### config.mk
export PLATFORM = sky130hd
export DESIGN_NAME = kv_ledger_exec
export DESIGN_NICKNAME = d
export VERILOG_FILES = /design/src/rtl/kv_ledger_pkg.sv /design/src/rtl/kv_ledger_exec_kv_table.sv /design/src/rtl/kv_ledger_exec.sv
export SDC_FILE = /design/constraint.sdc
export NUM_CORES = 2
export LEC_CHECK = 0
export ABC_AREA = 0
export CAP_MARGIN = 15
export CORE_UTILIZATION = 54
export DETAILED_ROUTE_END_ITERATION = 10
export GPL_ROUTABILITY_DRIVEN = 0
export PLACE_DENSITY = 0.72
export SYNTH_ARGS = -nofsm -noshare
export SYNTH_HDL_FRONTEND = slang
export SYNTH_SLANG_ARGS = --single-unit
### constraint.sdc
create_clock -name clock -period 6 [get_ports clock]
set_input_delay 1.2 -clock clock [delete_from_list [all_inputs] [get_ports clock]]
set_output_delay 1.2 -clock clock [all_outputs]
set_load 0.01 [all_outputs]
### src/rtl/kv_ledger_pkg.sv
// Shared opcode/status codes, FSM encoding and default widths for the ledger execution stage.
package kv_ledger_pkg;

  localparam int KEY_W_DEF = 32;
  localparam int VAL_W_DEF = 32;

  localparam logic [2:0] OP_ISSUE    = 3'd1;
  localparam logic [2:0] OP_TRANSFER = 3'd2;
  localparam logic [2:0] OP_REFER    = 3'd3;
  localparam logic [2:0] OP_CREATE   = 3'd4;

  localparam logic [2:0] ST_OK           = 3'd0;
  localparam logic [2:0] ST_NOT_FOUND    = 3'd1;
  localparam logic [2:0] ST_DUPLICATE    = 3'd2;
  localparam logic [2:0] ST_FULL         = 3'd3;
  localparam logic [2:0] ST_INSUFFICIENT = 3'd4;
  localparam logic [2:0] ST_BAD_OP       = 3'd5;
  localparam logic [2:0] ST_OVERFLOW     = 3'd6;

  typedef enum logic [1:0] {
    S_IDLE   = 2'd0,
    S_SCAN   = 2'd1,
    S_COMMIT = 2'd2,
    S_RESP   = 2'd3
  } state_t;

endpackage

### src/rtl/kv_ledger_exec_kv_table.sv
// DEPTH-entry key/balance register array: one combinational read port, two write ports.
// Port A writes valid+key+balance (create / source update), port B writes balance only (destination credit).
module kv_table #(
  parameter int DEPTH = 8,
  parameter int KEY_W = 32,
  parameter int VAL_W = 32,
  localparam int IDX_W = $clog2(DEPTH)
) (
  input  logic             clk_i,
  input  logic             rst_ni,
  input  logic [IDX_W-1:0] rd_idx_i,
  output logic             rd_vld_o,
  output logic [KEY_W-1:0] rd_key_o,
  output logic [VAL_W-1:0] rd_bal_o,
  input  logic             wa_en_i,
  input  logic [IDX_W-1:0] wa_idx_i,
  input  logic [KEY_W-1:0] wa_key_i,
  input  logic [VAL_W-1:0] wa_bal_i,
  input  logic             wb_en_i,
  input  logic [IDX_W-1:0] wb_idx_i,
  input  logic [VAL_W-1:0] wb_bal_i
);

  logic [DEPTH-1:0] vld_q;
  logic [KEY_W-1:0] key_q [DEPTH];
  logic [VAL_W-1:0] bal_q [DEPTH];

  always_ff @(posedge clk_i or negedge rst_ni) begin
    if (!rst_ni) begin
      vld_q <= '0;
      for (int i = 0; i < DEPTH; i++) begin
        key_q[i] <= '0;
        bal_q[i] <= '0;
      end
    end else begin
      if (wa_en_i) begin
        vld_q[wa_idx_i] <= 1'b1;
        key_q[wa_idx_i] <= wa_key_i;
        bal_q[wa_idx_i] <= wa_bal_i;
      end
      // The executor never enables both ports on the same index.
      if (wb_en_i) begin
        bal_q[wb_idx_i] <= wb_bal_i;
      end
    end
  end

  assign rd_vld_o = vld_q[rd_idx_i];
  assign rd_key_o = key_q[rd_idx_i];
  assign rd_bal_o = bal_q[rd_idx_i];

endmodule

### src/rtl/kv_ledger_exec.sv
// Ledger command executor: full table scan, one-cycle commit, held response (rsp_valid DEPTH+2 cycles after the accept cycle).
// Optional running supply counter output enabled by defining KV_LEDGER_SUPPLY_EN.
module kv_ledger_exec
  import kv_ledger_pkg::*;
#(
  parameter int DEPTH = 8,
  parameter int KEY_W = KEY_W_DEF,
  parameter int VAL_W = VAL_W_DEF
) (
  input  logic             clock,
  input  logic             reset,
  input  logic             cmd_valid,
  output logic             cmd_ready,
  input  logic [2:0]       cmd_op,
  input  logic [KEY_W-1:0] cmd_key,
  input  logic [KEY_W-1:0] cmd_key2,
  input  logic [VAL_W-1:0] cmd_amount,
  output logic             rsp_valid,
  input  logic             rsp_ready,
  output logic [2:0]       rsp_status,
  output logic [VAL_W-1:0] updated_value
`ifdef KV_LEDGER_SUPPLY_EN
  ,
  output logic [VAL_W+6:0] total_supply
`endif
);

  localparam int IDX_W = $clog2(DEPTH);
  localparam logic [IDX_W-1:0] LAST_IDX = IDX_W'(DEPTH - 1);

  state_t           state_q;
  logic             cmd_ready_q;
  logic             rsp_valid_q;
  logic [2:0]       rsp_status_q;
  logic [VAL_W-1:0] updated_value_q;

  logic [2:0]       op_q;
  logic [KEY_W-1:0] key_q;
  logic [KEY_W-1:0] key2_q;
  logic [VAL_W-1:0] amt_q;
  logic [IDX_W-1:0] scan_idx_q;

  logic             src_hit_q, dst_hit_q, free_hit_q;
  logic [IDX_W-1:0] src_idx_q, dst_idx_q, free_idx_q;
  logic [VAL_W-1:0] src_bal_q, dst_bal_q;

  logic             rd_vld;
  logic [KEY_W-1:0] rd_key;
  logic [VAL_W-1:0] rd_bal;

  logic [2:0]       rsp_status_d;
  logic [VAL_W-1:0] updated_value_d;
  logic             wa_en, wb_en, commit_go;
  logic [IDX_W-1:0] wa_idx;
  logic [VAL_W-1:0] wa_bal, wb_bal, src_left;
  logic [VAL_W:0]   iss_sum, dst_sum;

  assign commit_go = (state_q == S_COMMIT);

  kv_table #(
    .DEPTH (DEPTH),
    .KEY_W (KEY_W),
    .VAL_W (VAL_W)
  ) u_table (
    .clk_i    (clock),
    .rst_ni   (reset),
    .rd_idx_i (scan_idx_q),
    .rd_vld_o (rd_vld),
    .rd_key_o (rd_key),
    .rd_bal_o (rd_bal),
    .wa_en_i  (wa_en && commit_go),
    .wa_idx_i (wa_idx),
    .wa_key_i (key_q),
    .wa_bal_i (wa_bal),
    .wb_en_i  (wb_en && commit_go),
    .wb_idx_i (dst_idx_q),
    .wb_bal_i (wb_bal)
  );

  // Commit decision from the scan results; only takes effect while in COMMIT.
  always_comb begin
    rsp_status_d    = ST_OK;
    updated_value_d = '0;
    wa_en           = 1'b0;
    wa_idx          = src_idx_q;
    wa_bal          = '0;
    wb_en           = 1'b0;
    wb_bal          = '0;
    iss_sum         = {1'b0, src_bal_q} + {1'b0, amt_q};
    dst_sum         = {1'b0, dst_bal_q} + {1'b0, amt_q};
    src_left        = src_bal_q - amt_q;
    case (op_q)
      OP_CREATE: begin
        if (src_hit_q) begin
          rsp_status_d    = ST_DUPLICATE;
          updated_value_d = src_bal_q;
        end else if (!free_hit_q) begin
          rsp_status_d    = ST_FULL;
        end else begin
          wa_en           = 1'b1;
          wa_idx          = free_idx_q;
          wa_bal          = amt_q;
          updated_value_d = amt_q;
        end
      end
      OP_ISSUE: begin
        if (!src_hit_q) begin
          rsp_status_d    = ST_NOT_FOUND;
        end else if (iss_sum[VAL_W]) begin
          rsp_status_d    = ST_OVERFLOW;
          updated_value_d = src_bal_q;
        end else begin
          wa_en           = 1'b1;
          wa_bal          = iss_sum[VAL_W-1:0];
          updated_value_d = iss_sum[VAL_W-1:0];
        end
      end
      OP_REFER: begin
        if (!src_hit_q) begin
          rsp_status_d    = ST_NOT_FOUND;
        end else begin
          updated_value_d = src_bal_q;
        end
      end
      OP_TRANSFER: begin
        updated_value_d = src_hit_q ? src_bal_q : '0;
        if (!src_hit_q || !dst_hit_q) begin
          rsp_status_d    = ST_NOT_FOUND;
        end else if (src_bal_q < amt_q) begin
          rsp_status_d    = ST_INSUFFICIENT;
        end else if (dst_sum[VAL_W]) begin
          rsp_status_d    = ST_OVERFLOW;
        end else if (key_q != key2_q) begin
          wa_en           = 1'b1;
          wa_bal          = src_left;
          wb_en           = 1'b1;
          wb_bal          = dst_sum[VAL_W-1:0];
          updated_value_d = src_left;
        end
      end
      default: begin
        rsp_status_d    = ST_BAD_OP;
      end
    endcase
  end

  always_ff @(posedge clock or negedge reset) begin
    if (!reset) begin
      state_q         <= S_IDLE;
      cmd_ready_q     <= 1'b0;
      rsp_valid_q     <= 1'b0;
      rsp_status_q    <= ST_OK;
      updated_value_q <= '0;
      op_q            <= '0;
      key_q           <= '0;
      key2_q          <= '0;
      amt_q           <= '0;
      scan_idx_q      <= '0;
      src_hit_q       <= 1'b0;
      dst_hit_q       <= 1'b0;
      free_hit_q      <= 1'b0;
      src_idx_q       <= '0;
      dst_idx_q       <= '0;
      free_idx_q      <= '0;
      src_bal_q       <= '0;
      dst_bal_q       <= '0;
    end else begin
      case (state_q)
        S_IDLE: begin
          if (cmd_valid && cmd_ready_q) begin
            op_q        <= cmd_op;
            key_q       <= cmd_key;
            key2_q      <= cmd_key2;
            amt_q       <= cmd_amount;
            scan_idx_q  <= '0;
            src_hit_q   <= 1'b0;
            dst_hit_q   <= 1'b0;
            free_hit_q  <= 1'b0;
            cmd_ready_q <= 1'b0;
            state_q     <= S_SCAN;
          end else begin
            cmd_ready_q <= 1'b1;
          end
        end
        S_SCAN: begin
          if (rd_vld && (rd_key == key_q)) begin
            src_hit_q <= 1'b1;
            src_idx_q <= scan_idx_q;
            src_bal_q <= rd_bal;
          end
          if (rd_vld && (rd_key == key2_q)) begin
            dst_hit_q <= 1'b1;
            dst_idx_q <= scan_idx_q;
            dst_bal_q <= rd_bal;
          end
          // Ascending scan: the first free slot seen is the lowest one.
          if (!rd_vld && !free_hit_q) begin
            free_hit_q <= 1'b1;
            free_idx_q <= scan_idx_q;
          end
          if (scan_idx_q == LAST_IDX) begin
            state_q <= S_COMMIT;
          end else begin
            scan_idx_q <= scan_idx_q + IDX_W'(1);
          end
        end
        S_COMMIT: begin
          rsp_status_q    <= rsp_status_d;
          updated_value_q <= updated_value_d;
          rsp_valid_q     <= 1'b1;
          state_q         <= S_RESP;
        end
        S_RESP: begin
          if (rsp_ready) begin
            rsp_valid_q <= 1'b0;
            cmd_ready_q <= 1'b1;
            state_q     <= S_IDLE;
          end
        end
        default: begin
          state_q <= S_IDLE;
        end
      endcase
    end
  end

  assign cmd_ready     = cmd_ready_q;
  assign rsp_valid     = rsp_valid_q;
  assign rsp_status    = rsp_status_q;
  assign updated_value = updated_value_q;

`ifdef KV_LEDGER_SUPPLY_EN
  logic [VAL_W+6:0] total_supply_q;

  // Transfers move value between entries, so only minting ops change the sum.
  always_ff @(posedge clock or negedge reset) begin
    if (!reset) begin
      total_supply_q <= '0;
    end else if (commit_go && (rsp_status_d == ST_OK) &&
                 ((op_q == OP_CREATE) || (op_q == OP_ISSUE))) begin
      total_supply_q <= total_supply_q + {7'd0, amt_q};
    end
  end

  assign total_supply = total_supply_q;
`endif

endmodule

==> impl_results.md <==
- Status: finished, final reports clean
- Post-CTS setup buffer count: 0
- Top area cells in the synthesized netlist: dfrtp_1, nand2_1, mux4_2
- Worst VDD drop: ~0.00028 V
- Worst-Skew Late Latency: 0.64 ns
- Routed WL per cell: 25.1 um
- Root Buffer: clkbuf_16
- Total Nets Final: 4418
- Slowest stage cell, crit path: a2111oi_0
- Combinational family with the most area after synthesis: compound AO/OA/AOI/OAI gates
- Initial antenna violation count: 1
- CORE AREA: 0.0749 mm^2
- Synthesized area: 0.0412 mm^2
- Final Hold Viols: 0
- DPL Wire Length: about 85000 um
- Slew Viols, Final: 0
- Clock power frac: 0.305
- Required time of the critical path: 6.49 ns
- Final Cycle Share: 0.854
- Synth Warn #: 0
- Vias in the first global route: 33603
- Fin Setup TNS: 0 ns
- Final WS setup: 0.873 ns
- Rel. slew slack: 0.234
- Setup Crit Path Kind: reg -> reg
- Antenna viol nets, final: 0
- XOR/XNOR Fraction of Synth Area: 0.0310
- Post-synth top flop: dfrtp_1
- Row count: 100
- Clock slew at the register clock pins of the worst setup and hold paths: 0.06 ns
- DRC violations left: 0
- Critical path buffer and inverter count: 0
- Multiplexer share of the synthesized area: 0.150
- Cells after Synth: between 4000 and 5000
- Seq pwr share: 0.386
- Most common cell in the netlist: nand2_1
- Leak: 21.2 nW
- CTS Buf Count: 81
- Post-synth EDFFs: 0
- Top Ports: between 100 and 150
- Remaining Overflow, GRT: 0
- Critical Path, Cell by Cell: ha_1 > fa_1 > nand2b_1 > a211oi_1 > o21ai_0 > a2111oi_0 > a211oi_1 > xnor2_1 > a22oi_1 > nand2_1 > a21oi_1 > o2bb2ai_1
- Layout area overhead: 13.3%
- Power share of the combinational group: 0.309
- DIE AREA: between 0.07 and 0.08 mm^2
- Via count: 34464
- Largest net degree at the start of global routing: 140
- Register area share after synthesis: 0.448
- Most used cell, CP: a211oi_1
- Clock Skew: between 0.05 and 0.06 ns
- Crit path launch type: flop
- Top cells by count, synth: nand2_1, dfrtp_1, o21ai_0, clkbuf_1, mux2_2
- PostCTS Resize Cnt: 0
- Pint: 11.3 mW
- Vias/cell: approximately 6.6
- Post-Place Worst Slack: 1.14 ns
- Chip width: 278 um
- Final setup viols: 0
- Sw frac: 0.368
- CTS max path bufs: 3
- Starting density of the core: 0.550
- Initial DRC count: about 4700
- Worst path depth: 12
- CTS tree: yes
- HP Class: reg -> reg
- CP top delay family: compound AO/OA/AOI/OAI gates
- Async set-reset flop share out of synthesis: 1.00
- Distinct cells, synth: slightly below 80
- Total GRT Usage: 0.340
- Synthesized flop and latch total: 737
- Total wire length: 131000 um
- Drt pass-1 iters: 9
- Worst Path Max Fanout: 6
- Post-Synthesis Net Count: around 4400
- First-pass GRT wire length: 202000 um
- Setup crit end kind: flop
- Worst EP arrival: 5.62 ns
- # clock sinks: 737
- Cell taking the most area after synthesis: dfrtp_1
- P per Cell Area: 383 mW/mm^2
- Hold buffer count at CTS: 0
- Final min period: around 5.1 ns
- Synthesized area per cell: 9.83 um^2
- Max cap viols: 0
- H-Tree Depth: 3
- Max Freq: 195 MHz
- Post-synth top area share: 0.448
- FILL cells: 5967
- RSZ-0062 raised after global routing: no
- Synth Area in Compound Gates: 0.159
- Ratio of cells with drive above 1 in the final layout: 0.151
- Die Y: ~280 um
- Worst Hold Path Cells: 2
- PortBufs: 139
- Post-Synth Adder-Cell Area: 0.0327
- Simple-Gate Fraction of Synth Area: 0.142
- Switching power: 6.58 mW
- R2r worst-path depth: 12
- Worst slew pin tran: 1.14 ns
- Slowest Stage Delay on Critical Path: slightly above 0.8 ns
through the flow:
step / hold WS (ns) / util / cell area, um^2 / cells / total power [mW]
floorplan: 0.429 / - / 41200 / 4190 / 10.3
global placement: 0.444 / 0.584 / 43800 / 5094 / 12.2
detailed placement: 0.451 / 0.584 / 43800 / 5094 / 12.3
CTS: 0.467 / 0.623 / 46700 / 5244 / 17.8
global route: 0.485 / 0.623 / 46700 / 5245 / 18.6
finish: 0.466 / 0.623 / 46700 / 5247 / 17.9
state kept, by name, summed over array words and instances (netlist names), 8 cells and up:
signal,cells
u_table.bal_q,256
u_table.key_q,256
amt_q,32
dst_bal_q,32
key2_q,32
key_q,32
src_bal_q,32
updated_value,32
u_table.vld_q,8
cell families (layout without fill, tap and decap cells):
family	Yosys count	after routing
simple gates	1373	1373
compound gates	1012	1012
flops	737	737
mux	423	423
buf+inv	393	479
xor+xnor	146	146
fa+ha+maj	106	106
other cells	0	2
layer usage:
layer,vias up,global-route usage,part of all wire
met5,-,0,0
met4,0,0.108,0.029
met3,297,0.0877,0.12
met2,2042,0.502,0.44
met1,17133,0.490,0.41
li1,14992,-,-
power by group through the flow:
stage	registers, mW	clock network (mW)	logic (mW)
detailed placement	6.94	0	5.35
finish	6.90	5.46	5.54
global placement	6.92	0	5.29
global route	6.99	5.71	5.93
floorplan	6.18	0	4.13
CTS	6.86	5.50	5.40
final timing paths:
kind | startpoint | to | slack (ns)
setup reg to reg | amt_q[0] | updated_value[26] | 0.87
hold reg to reg | u_table.key_q[79] | u_table.key_q[79] | 0.47
min in group asynchronous | reset | u_table.bal_q[195] | 0.63
hold / removal | u_table.key_q[79] | u_table.key_q[79] | 0.47
max in group asynchronous | reset | key2_q[22] | 3.98
setup / recovery | amt_q[0] | updated_value[26] | 0.87
layout make-up:
type	instances	area, um^2	share of cell area
flip-flops and latches	737	18500	0.395
clock inverters	45	649	0.0139
clock buffers	105	2270	0.0486
well taps	969	1210	0.0260
inverters	82	308	0.00659
multi-input cells	3060	21400	0.458
diodes	2	5.00	0.000107
repair buffers	247	2400	0.0514
tightest hold or removal path, delay by kind of cell (launching register included):
kind             cells  cell delay (ns)
DFF                  1             0.34
and+or+nand+nor      2             0.10
layout by cell type (no fill, tap or decap), types with 60 or more instances in the layout:
cell type        instances
ha_1                   103
dfrtp_1                734
mux2i_1                 60
o21ai_0                359
nand2_1                906
clkdlybuf4s50_1        138
a21oi_1                123
inv_1                   80
a21o_1                  72
mux4_2                 131
buf_4                   92
o22ai_1                 64
nor2_1                 174
xnor2_1                 89
clkbuf_16               82
o211ai_1               112
mux2_2                 205
No activity file was read; power rests on OpenSTA's default activity.
